### src/rtl/uart_tx_ctrl.sv
// UART transmit frame controller: accepts a parallel word, walks START/DATA/PARITY/STOP
// and feeds the select, serial-bit and parity inputs of the downstream TX mux.
module uart_tx_ctrl #(
    parameter int DATA_WIDTH = 8,
    parameter int SEL_WIDTH  = 3
) (
    input  logic                  i_clk,
    input  logic                  i_rst,
    input  logic [DATA_WIDTH-1:0] i_p_data,
    input  logic                  i_data_valid,
    input  logic                  i_par_en,
    input  logic                  i_par_typ,
    output logic [SEL_WIDTH-1:0]  o_mux_sel,
    output logic                  o_ser_data,
    output logic                  o_parity_bit,
    output logic                  o_busy
);

    localparam int CNT_W = $clog2(DATA_WIDTH);
    localparam logic [CNT_W-1:0] LAST_CNT = CNT_W'(DATA_WIDTH - 1);

    // The state code doubles as the mux select, so the encoding is fixed.
    typedef enum logic [2:0] {
        ST_IDLE   = 3'b000,
        ST_START  = 3'b001,
        ST_DATA   = 3'b010,
        ST_PARITY = 3'b011,
        ST_STOP   = 3'b100
    } state_e;

    state_e                  state_r;
    state_e                  state_nxt_s;
    logic [DATA_WIDTH-1:0]   shift_r;
    logic [CNT_W-1:0]        cnt_r;
    logic                    par_en_r;
    logic                    parity_r;
    logic                    accept_s;
    logic                    last_bit_s;

    function automatic logic calc_parity(input logic [DATA_WIDTH-1:0] data,
                                         input logic odd);
        return (^data) ^ odd;
    endfunction

    // Accept decode and last-data-bit detection.
    always_comb begin
        accept_s   = 1'b0;
        last_bit_s = 1'b0;
        if (state_r == ST_IDLE) begin
            accept_s = i_data_valid;
        end else begin
            accept_s = 1'b0;
        end
        if (state_r == ST_DATA) begin
            last_bit_s = (cnt_r == LAST_CNT);
        end else begin
            last_bit_s = 1'b0;
        end
    end

    // Next-state logic; unused codes fall back to IDLE.
    always_comb begin
        state_nxt_s = ST_IDLE;
        case (state_r)
            ST_IDLE: begin
                if (accept_s) begin
                    state_nxt_s = ST_START;
                end else begin
                    state_nxt_s = ST_IDLE;
                end
            end
            ST_START:  state_nxt_s = ST_DATA;
            ST_DATA: begin
                if (!last_bit_s) begin
                    state_nxt_s = ST_DATA;
                end else if (par_en_r) begin
                    state_nxt_s = ST_PARITY;
                end else begin
                    state_nxt_s = ST_STOP;
                end
            end
            ST_PARITY: state_nxt_s = ST_STOP;
            ST_STOP:   state_nxt_s = ST_IDLE;
            default:   state_nxt_s = ST_IDLE;
        endcase
    end

    // State, payload shifter, bit counter and latched frame configuration.
    always_ff @(posedge i_clk) begin
        if (i_rst) begin
            state_r  <= ST_IDLE;
            shift_r  <= {DATA_WIDTH{1'b0}};
            cnt_r    <= {CNT_W{1'b0}};
            par_en_r <= 1'b0;
            parity_r <= 1'b0;
        end else begin
            state_r <= state_nxt_s;
            case (state_r)
                ST_IDLE: begin
                    if (accept_s) begin
                        shift_r  <= i_p_data;
                        par_en_r <= i_par_en;
                        parity_r <= calc_parity(i_p_data, i_par_typ);
                    end
                end
                ST_START: cnt_r <= {CNT_W{1'b0}};
                ST_DATA: begin
                    shift_r <= {1'b0, shift_r[DATA_WIDTH-1:1]};
                    cnt_r   <= cnt_r + CNT_W'(1);
                end
                default: ;
            endcase
        end
    end

    // Outputs are decoded only from registered state.
    assign o_mux_sel    = SEL_WIDTH'(state_r);
    assign o_ser_data   = (state_r == ST_DATA) ? shift_r[0] : 1'b0;
    assign o_parity_bit = parity_r;
    assign o_busy       = (state_r != ST_IDLE);

endmodule

### config.mk
export PLATFORM = sky130hd
export DESIGN_NAME = uart_tx_ctrl
export DESIGN_NICKNAME = d
export VERILOG_FILES = /design/src/rtl/uart_tx_ctrl.sv
export SDC_FILE = /design/constraint.sdc
export NUM_CORES = 1
export LEC_CHECK = 0
export ABC_AREA = 1
export CAP_MARGIN = 25
export CORE_MARGIN = 2
export CORE_UTILIZATION = 39
export CTS_CLUSTER_DIAMETER = 30
export DETAILED_ROUTE_END_ITERATION = 16
export GPL_TIMING_DRIVEN = 0
export PLACE_DENSITY = 0.65
export SLEW_MARGIN = 20
export SYNTH_ARGS = -nofsm -noshare
export SYNTH_HDL_FRONTEND = slang
export SYNTH_SLANG_ARGS = --single-unit
### constraint.sdc
create_clock -name i_clk -period 2.4 [get_ports i_clk]
set_input_delay 0.36 -clock i_clk [delete_from_list [all_inputs] [get_ports i_clk]]
set_output_delay 0.36 -clock i_clk [all_outputs]
set_load 0.005 [all_outputs]
==> results of run 1 <==
[state kept, by name (all words and copies together), names as in the netlist]
register / cells
shift_r: 8
par_en_r: 1
o_mux_sel: 3
o_parity_bit: 1
cnt_r: 3
[worst paths after layout]
kind                     start         end  slack [ps]  depth (start not counted)
setup / recovery  o_mux_sel[1]  o_ser_data         410                          4
hold / removal      shift_r[0]  shift_r[0]         460                          2
setup reg to reg  o_mux_sel[1]  shift_r[3]        1220                          7
hold reg to reg     shift_r[0]  shift_r[0]         460                          2
[where the power goes]
group	switching [uW]	total, uW	internal, uW
registers	10.7	300	289
logic	83.3	158	74.5
clock network	84.1	176	92.3
total	178	634	456
[layout make-up]
class / count / share of cell area
buffer: 2 / 0.0232
inverter: 25 / 0.0850
tap: 28 / 0.0309
multi-input combinational: 86 / 0.387
clock buffer: 4 / 0.0320
timing repair buffer: 18 / 0.159
sequential: 16 / 0.283
[kinds of logic (layout without fill, tap and decap cells)]
family | after synthesis | count (layout) | synth area share
buffers and inverters | 27 | 49 | 0.139
XOR/XNOR | 1 | 1 | 0.00993
adder cells (fa/ha/maj) | 2 | 2 | 0.0284
AND/OR/NAND/NOR | 51 | 51 | 0.272
AO/OA/AOI/OAI | 32 | 32 | 0.187
flip-flops | 16 | 16 | 0.363
[tightest hold or removal path: cells and delay by family, from the launching register on]
family                 cells  cell delay (ps)
DFF                        1              310
buffers and inverters      1               60
AOI/OAI and AO/OA          1               50
[through the flow]
stage / setup slack, ps / std cells
CTS: 386 / 179
global placement: 715 / 175
floorplan: 1230 / 129
global route: 284 / 179
finish: 408 / 179
detailed placement: 716 / 175
[cell usage in the layout, fill, tap and decap left out]
cell type,instances
a21oi_1,15
a31oi_1,1
buf_6,1
buf_8,1
clkbuf_4,3
clkbuf_8,1
clkdlybuf4s50_1,18
dfxtp_1,16
ha_1,2
inv_1,20
inv_2,4
inv_4,1
nand2_1,37
nand2_4,1
nand3_1,8
nand3_4,1
nand4_4,1
nor2_1,3
o21ai_0,7
o21ai_1,8
o21ai_2,1
xor2_1,1
[per-layer routing]
metal  vias up  global-route usage  wire [um]
met1       352               0.166        775
met2        17               0.282        867
met4         0              0.0263          0
li1        450                   -          -
met3         0              0.0374         98
met5         -                   0          0
==> flow_metrics.tcl, run 1 <==
set metrics [dict create \
    status "finished clean" \
    start_kind "flip-flop" \
    syn_nets 144 \
    synthCells 129 \
    final.min_clock_period_ps 1990 \
    vdd_drop_max_v 0.000372 \
    drv_cap 0 \
    avgSynthCellArea_um2 6.84 \
    wl_per_cell_um 9.73 \
    dp_hpwl_mm 1.37 \
    hold_slack_ps 459 \
    period_share 0.830 \
    clk_pin_slew_ps 90 \
    drive_gt1_frac 0.0993 \
    ys_async_sr_fraction 0 \
    diodes 0 \
    worstPathRequired_ps 2040 \
    critPathBufInv 2 \
    slew_headroom 0.822 \
    synth_top_cells_by_area "dfxtp_1 (36%), nand2_1 (16%), a21oi_1 (8.5%), inv_1 (8.5%), nand3_1 (4.5%)" \
    synthDistinctLibCells 19 \
    p_leak_uw 0.000534 \
    holdCritPathClass "reg2reg" \
    die_height_um 51.6 \
    yosys.area.top_type_share 0.363 \
    globalRouteTotalUtil 0.148 \
    antenna_found_initial 0 \
    final_core_util 0.522 \
    yosys.area.top_type "dfxtp_1" \
    worst_slew_pin_slew_ps 267 \
    powerDensity_nw_per_um2 559 \
    die_w_um 51.6 \
    worst_path_max_delay_cell "clkdlybuf4s50_1" \
    io_buffers 18 \
    post_cts_resized 0 \
    ys_seq_elements 16 \
    syn_to_final_growth_pct 28.5 \
    drc 0 \
    nets 167 \
    finalClockSkew_ps 4.30 \
    synth_edf_count 0 \
    cts_root_buf "clkbuf_4" \
    initial_utilization 0.407 \
    cts.sinks 16 \
    endpoint_kind "primary output" \
    stdcell_area_um2 1130 \
    crit_arrival_ps 1630 \
    yosysMostFrequentCell "nand2_1" \
    ioPinCount 19 \
    coreArea_um2 2170 \
    finalHoldViolations 0 \
    max_freq_mhz 502 \
    viasPerCell 4.58 \
    htree_levels 1 \
    first_pass_iters 4 \
    tns_ps 0 \
    synth_ff_type "dfxtp_1" \
    grt_pass1_wl_mm 3.03 \
    grt_max_degree 11 \
    synthTopCellsByCount "nand2_1 (37), inv_1 (20), dfxtp_1 (16)" \
    cts_tree "done" \
    wl_mm 1.74 \
    drt.antenna.violating_nets 0 \
    cp_top_family "buffers and inverters" \
    crit_path_max_fanout 10 \
    grt_remaining_overflow 0 \
    setup_viol 0 \
    path_class "reg2out" \
    regArea_um2 320 \
    max_stage_delay_ps 500 \
    syn_area_um2 882 \
    power_uw 634 \
    dieArea_um2 2660 \
    clockBufferDepth 2 \
    post_cts_buffers 0 \
    placed_area_um2 1100 \
    cp_cell_sequence "nand3_4, buf_6, nor2_1, clkdlybuf4s50_1" \
    grt_pass1_vias 788 \
    ys_seq_area_frac 0.363 \
    multi_input_area_um2 439 \
    vias 819 \
    ctsHoldBuffers 0 \
    n_fill_cell 239 \
    num_rows 17 \
    numCtsBuffers 3 \
    insertion_delay_ps 280 \
    rsz0062_at_grt "no" \
    drt_iter0_markers 3 \
    routabilityCongestion 0.761 \
    slew_violations 0 \
    ys_warn_count 0 \
]
Power figures use the tool's default switching activity.
==> inputs of run 2 (changes only) <==
Settings changed: PLACE_DENSITY 0.65 to 0.67.
Clock period 2.4 ns to 1.7 ns, I/O delays scaled along.
==> flow_metrics.tcl, run 2 (synthesis results as in run 1) <==
set metrics [dict create \
    status "finished clean" \
    power_uw 852 \
    first_pass_iters 4 \
    crit_path_max_fanout 4 \
    final.min_clock_period_ps 1650 \
    final_common_cell "nand2_1" \
    clockBufferDepth 2 \
    vdd_drop_max_v 0.000624 \
    clk_pin_slew_ps 90 \
    routabilityCongestion 0.745 \
    numCtsBuffers 3 \
    dpl_worst_slack_ps 109 \
    endpoint_kind "primary output" \
    grt_remaining_overflow 0 \
    worstPathRequired_ps 1440 \
    grt_pass1_vias 784 \
    diodes 0 \
    start_kind "flip-flop" \
    die_height_um 51.6 \
    syn_to_final_growth_pct 30.9 \
    max_freq_mhz 606 \
    layout_common_cells "nand2_1 (37), inv_1 (20), clkdlybuf4s50_1 (17)" \
    n_fill_cell 243 \
    wl_mm 1.86 \
    slew_headroom 0.831 \
    coreArea_um2 2170 \
    drt.antenna.violating_nets 0 \
    dp_hpwl_mm 1.43 \
    rsz0062_at_grt "no" \
    drive_gt1_frac 0.136 \
    ioPinCount 19 \
    die_w_um 51.6 \
    holdCritPathClass "reg2reg" \
    insertion_delay_ps 280 \
    finalClockSkew_ps 4.35 \
    setup_viol 0 \
    drv_cap 0 \
    largest_register_ffs 8 \
    nets 171 \
    wl_per_cell_um 10.2 \
    drt_iter0_markers 8 \
    finalHoldViolations 0 \
    path_class "reg2out" \
    ctsHoldBuffers 0 \
    worst_slew_pin_slew_ps 253 \
    io_buffers 18 \
    tns_ps 0 \
    grt_max_degree 11 \
    cts_tree "done" \
    htree_levels 1 \
    slew_violations 0 \
    cts_root_buf "clkbuf_4" \
    globalRouteTotalUtil 0.159 \
    final_core_util 0.532 \
    powerDensity_nw_per_um2 738 \
    vias 870 \
    initial_utilization 0.407 \
    period_share 0.971 \
    viasPerCell 4.78 \
    p_leak_uw 0.000550 \
    cts.sinks 16 \
    crit_arrival_ps 1390 \
    regMostFlops "shift_r" \
    layout_setup_ws_ps 50.0 \
    dieArea_um2 2660 \
    grt_pass1_wl_mm 3.18 \
    num_rows 17 \
    antenna_found_initial 0 \
    drc 0 \
]
## run 2: changes by cell type in the layout (fill, tap and decap cells not counted)
cell,delta
buf_4,+4
dfxtp_1,-3
dfxtp_2,+2
clkbuf_8,-1
clkdlybuf4s50_1,-1
dfxtp_4,+1
dlygate4sd2_1,+1
## run 2: timing repair
action,4_1_cts,5_1_grt
endpoints found under the setup margin,1,1
setup buffers,4,0
gates resized for setup,3,2
## run 2: stage by stage
step / cell area [um2] / instances / hold WS [ps]
finish: 1150 / 182 / 455
global route: 1150 / 182 / 486
CTS: 1150 / 182 / 461
detailed placement: 1100 / 175 / 446
global placement: 1100 / 175 / 445
floorplan: 882 / 129 / 324
## run 2: cell type report
class / count / area (um2) / area share
Timing Repair Buffer: 22 / 209 / 0.181
Inverter: 25 / 96.3 / 0.0834
Buffer: 2 / 26.3 / 0.0228
Tap cell: 28 / 35.0 / 0.0303
Clock buffer: 3 / 22.5 / 0.0195
Sequential cell: 16 / 327 / 0.283
Multi-Input combinational cell: 86 / 439 / 0.380
## run 2: layer usage
metal | track usage | share of wire
met3 | 0.0575 | 0.056
met5 | 0 | 0
met1 | 0.166 | 0.44
met2 | 0.306 | 0.51
met4 | 0.0263 | 0
## run 2: path summary, 6_finish.rpt
| path | startpoint | endpoint | slack [ps] | cells past startpoint |
|---|---|---|---|---|
| max reg2reg | o_mux_sel[0] | shift_r[5] | 480 | 8 |
| min | shift_r[5] | shift_r[5] | 460 | 2 |
| max | o_mux_sel[0] | o_busy | 50 | 4 |
| min reg2reg | shift_r[5] | shift_r[5] | 460 | 2 |
## run 2: critical path, stage by stage (launching register included)
cell and delay (ps):
dfxtp_4 370, inv_2 50, buf_4 140, nand3_1 60
clkdlybuf4s50_1 490
## run 2: power breakdown
group | switching, uW | total, uW | internal, uW
Sequential | 16.1 | 424 | 408
Combinational | 120 | 231 | 111
Clock | 114 | 196 | 82.3
==> inputs of run 3 (changes only) <==
Settings changed: GPL_TIMING_DRIVEN 0 to 1, PLACE_DENSITY 0.67 to 0.65.
Clock period 1.7 ns to 2.1 ns, I/O delays scaled along.
==> flow_metrics.tcl, run 3 (synthesis results as in run 1) <==
set metrics [dict create \
    drive_gt1_frac 0.0872 \
    coreArea_um2 2170 \
    nets 165 \
    hp-start "shift_r[0]" \
    ioPinCount 19 \
    regArea_um2 320 \
    powerDensity_nw_per_um2 646 \
    num_rows 17 \
    power_uw 716 \
    syn_to_final_growth_pct 25.5 \
    wl_per_cell_um 9.72 \
    first_pass_iters 4 \
    globalRouteTotalUtil 0.147 \
    holdCritPathClass "reg2reg" \
    clockBufferDepth 2 \
    numCtsBuffers 3 \
    regMostFlops "shift_r" \
    reg2reg_setup_slack_ps 860 \
    clk_pin_slew_ps 100 \
    drt_iter0_markers 9 \
    endpoint_kind "primary output" \
    die_height_um 51.6 \
    ctsHoldBuffers 0 \
    min_to "shift_r[0]" \
    routabilityCongestion 0.798 \
    insertion_delay_ps 290 \
    io_buffers 18 \
    setup_viol 0 \
    final_common_cell "nand2_1" \
    post_cts_resized 0 \
    dieArea_um2 2660 \
    cts.sinks 16 \
    layout_common_cells "nand2_1 (37), inv_1 (20), clkdlybuf4s50_1 (18)" \
    tns_ps 0 \
    finalHoldViolations 0 \
    finalClockSkew_ps 6.24 \
    p_leak_uw 0.000520 \
    wl_mm 1.72 \
    vias 835 \
    start_kind "flip-flop" \
    grt_pass1_vias 736 \
    multi_input_area_um2 439 \
    dp_hpwl_mm 1.34 \
    r2r_cells 7 \
    worst_slew_pin_slew_ps 260 \
    drv_cap 0 \
    n_fill_cell 226 \
    post_cts_buffers 0 \
    vdd_drop_max_v 0.000483 \
    slew_headroom 0.826 \
    worstReg2RegStart "o_mux_sel[0]" \
    max_freq_mhz 527 \
    worstReg2RegEnd "shift_r[5]" \
    period_share 0.904 \
    worstPathRequired_ps 1780 \
    status "finished clean" \
    antenna_found_initial 0 \
    drc 0 \
    htree_levels 1 \
    path_class "reg2out" \
    grt_remaining_overflow 0 \
    grt_pass1_wl_mm 3.02 \
    largest_register_ffs 8 \
    drt.antenna.violating_nets 0 \
    initial_utilization 0.407 \
    crit_path_max_fanout 15 \
    final.min_clock_period_ps 1900 \
    cts_tree "done" \
    die_w_um 51.6 \
    crit_arrival_ps 1580 \
    cts_root_buf "clkbuf_4" \
    rsz0062_at_grt "no" \
    viasPerCell 4.72 \
    grt_max_degree 16 \
    slew_violations 0 \
    whs_path_depth 2 \
    diodes 0 \
]
==> run 3: final cells by class <==
cell class                      count  share of cell area
Clock buffer                        4              0.0328
Inverter                           25              0.0870
Multi-Input combinational cell     86               0.397
Sequential cell                    16               0.289
Tap cell                           28              0.0316
Timing Repair Buffer               18               0.163
==> run 3: worst max-delay path by stage <==
stage               slack, ps          to          from  cells after the start
CTS                       180  o_ser_data  o_mux_sel[0]                      4
finish                    200  o_ser_data  o_mux_sel[0]                      4
floorplan                 980  o_ser_data  o_mux_sel[1]                      3
global placement          540  o_ser_data  o_mux_sel[2]                      4
detailed placement        510  o_ser_data  o_mux_sel[0]                      4
global route               90  o_ser_data  o_mux_sel[2]                      4
==> run 3: worst max-delay path, stage by stage, from the launching register on <==
cell and delay [ps]:
dfxtp_1 360, inv_2 110, nand3_4 180, nor2_1 130
clkdlybuf4s50_1 510
==> run 3: where the power goes <==
part	internal [uW]	total [uW]	switching, uW	leakage [uW]
sequential	330	342	11.9	0.000132
combinational	75.6	167	91.4	0.000368
clock	105	207	101	0.0000210
total	511	716	204	0.000520
==> run 3: routing by layer <==
layer  track usage  share of wire  vias to the layer above
li1              -              -                      452
met1         0.182           0.48                      358
met2         0.252           0.47                       21
met3        0.0287          0.047                        4
met4        0.0526         0.0076                        0
met5             0              0                        -
==> run 3: stage by stage <==
| stage | std cells | worst slack, ps | hold slack [ps] | instance area (um2) | utilization |
|---|---|---|---|---|---|
| 3_5_place_dp | 173 | 515 | 448 | 1070 | 0.494 |
| 4_1_cts | 177 | 181 | 464 | 1110 | 0.510 |
| 5_1_grt | 177 | 86.5 | 492 | 1110 | 0.510 |
| 6_report | 177 | 203 | 460 | 1110 | 0.510 |
| 2_1_floorplan | 129 | 980 | 384 | 882 | - |
| 3_3_place_gp | 173 | 536 | 443 | 1070 | 0.494 |
==> RTL edit: new RTL, settings of run 2 <==
Set the parameter `DATA_WIDTH` to 32 (it was 8).
--- a/src/rtl/uart_tx_ctrl.sv
+++ b/src/rtl/uart_tx_ctrl.sv
@@ -2,5 +2,5 @@
 // and feeds the select, serial-bit and parity inputs of the downstream TX mux.
 module uart_tx_ctrl #(
-    parameter int DATA_WIDTH = 8,
+    parameter int DATA_WIDTH = 32,
     parameter int SEL_WIDTH  = 3
 ) (
Ports: changed (resized i_p_data); port bits go from 19 to 43. The function was not compared with the original's and may differ.
==> RTL edit against run 2 <==
Sequential cell count grew 26. Clock power grew to 3.4 times the old value. Total power rose to 2.9 times the old value. Routed wire length grew to 3.0 times the old value. Critical path depth did not move. Final area increased to 2.7 times the old value. Setup slack better by 0.026 ns. Area after synthesis increased to 2.8 times the old value. Synthesized cell count grew to 2.8 times the old value. Sequential power grew to 2.6 times the old value. Utilization down 1.1 points. Hold slack lost 0.069 ns. Highest routed layer is now met4.
==> RTL edit: results <==
[drt]
routed_wirelength_um = 5570
drt_initial_violations = 104
detailroute.wirelength.met3_um = 305
route.layer.met1.wl_um = 2710
route.top_layer_used = met4

[timing]
final_period_minus_worst_setup_slack_ns = 1.62
max_slew_margin_pct = 66.4

[global_routing]
grt_pass1_vias = 2277
grt_first_pass_wirelength_um = 10100
grtUsageTotal_pct = 17.2
grt_start_max_net_pins = 20

[worst_setup_path]
timing.rr.end = shift_r[0]
ff2ff_setup_slack_ns = 0.17

[layout]
layout.nets = 449
post_route_cells_drive_above_1_share_pct = 9.25
nFillCells = 597

[synth]
synthFlopType = sky130_fd_sc_hd__dfxtp_1
synth_fp_nets = 400
compound_gate_fraction_of_synth_area_pct = 20.7
netlist-cell-type-count = 26
netlist_top_cells_count = sky130_fd_sc_hd__nand2_1 (90), sky130_fd_sc_hd__inv_1 (58), sky130_fd_sc_hd__a211oi_1 (49)
yosys.area_share.xor_xnor_pct = 6.07
yosysSeqAreaShare_pct = 34.3
synthTopCellsByArea = sky130_fd_sc_hd__dfxtp_1 (34%), sky130_fd_sc_hd__a211oi_1 (15%), sky130_fd_sc_hd__nand2_1 (14%)

[placement]
dpl.hpwl_um = 4200
place_worst_setup_slack_ns = -0.198
globalplace.congestion = 0.811
io_buffers = 41

[pwr]
leakagePower_nw = 1.45
vdd_ir_drop_max_uv = 476

[cts]
cts_root_buf = sky130_fd_sc_hd__clkbuf_8
tritoncts.num_buffers = 5

[min_path]
worst_hold_path_class = input pin to flip-flop

[status]
status = complete, no violations
-- RTL edit: cell types whose count changed after synthesis, moves of 8 or more --
cell,change
sky130_fd_sc_hd__nand2_1,+53
sky130_fd_sc_hd__a211oi_1,+49
sky130_fd_sc_hd__inv_1,+38
sky130_fd_sc_hd__nor2_1,+36
sky130_fd_sc_hd__dfxtp_1,+26
sky130_fd_sc_hd__xnor2_1,+11
sky130_fd_sc_hd__buf_2,+9
sky130_fd_sc_hd__o21ai_1,-8
-- RTL edit: final cells by class --
| cell class | count | area, µm² | area share (%) |
|---|---|---|---|
| repair buffers | 43 | 452 | 14.5 |
| plain buffers | 16 | 105 | 3.37 |
| inverters | 60 | 228 | 7.29 |
| clock inverters | 1 | 5.00 | 0.160 |
| clock buffers | 7 | 86.3 | 2.77 |
| flip-flops and latches | 42 | 843 | 27.0 |
| well taps | 75 | 93.8 | 3.01 |
| multi-input cells | 242 | 1310 | 41.9 |
-- RTL edit: layer usage --
| layer | vias to the layer above | GRT usage [%] |
|---|---|---|
| li1 | 1261 | - |
| met1 | 1052 | 23.3 |
| met2 | 62 | 28.4 |
| met3 | 4 | 3.38 |
| met4 | 0 | 3.58 |
| met5 | - | 0 |
-- RTL edit: power breakdown --
group	internal (W)	switching (W)	total (W)	leakage, nW
Combinational	0.000314	0.000408	0.000722	1.06
Clock	0.000328	0.000338	0.000666	0.0482
Sequential	0.00109	0.0000355	0.00112	0.347
Total	0.00173	0.000782	0.00251	1.45
-- RTL edit: logic make-up (layout without fill, tap and decap cells) --
logic type / Yosys count / after routing
flip-flops: 42 / 42
AO/OA/AOI/OAI: 75 / 75
XOR/XNOR: 17 / 17
buffers and inverters: 77 / 127
adder cells (fa/ha/maj): 2 / 2
AND/OR/NAND/NOR: 148 / 148
-- RTL edit: what timing repair did --
| item | in CTS | in global routing |
|---|---|---|
| setup buffers | 2 | 0 |
| gates resized for setup | 4 | 20 |
| endpoints found under the setup margin | 1 | 3 |
| pin swaps | 1 | 1 |
-- RTL edit: worst min-delay path by stage --
stage / start / to / slack (ns) / cells past startpoint
after detailed placement: shift_r[16] / shift_r[16] / 0.45 / 2
after floorplan: i_p_data[31] / shift_r[31] / 0.40 / 2
after CTS: i_rst / shift_r[5] / 0.46 / 2
after global placement: shift_r[31] / shift_r[31] / 0.45 / 2
after global routing: i_p_data[15] / shift_r[15] / 0.42 / 3
final: i_p_data[21] / shift_r[21] / 0.39 / 3
-- RTL edit: through the flow --
step / cell area, µm² / instances
after global routing: 3120 / 486
after global placement: 2960 / 477
after detailed placement: 2960 / 477
final: 3120 / 486
after floorplan: 2450 / 361
after CTS: 3070 / 486
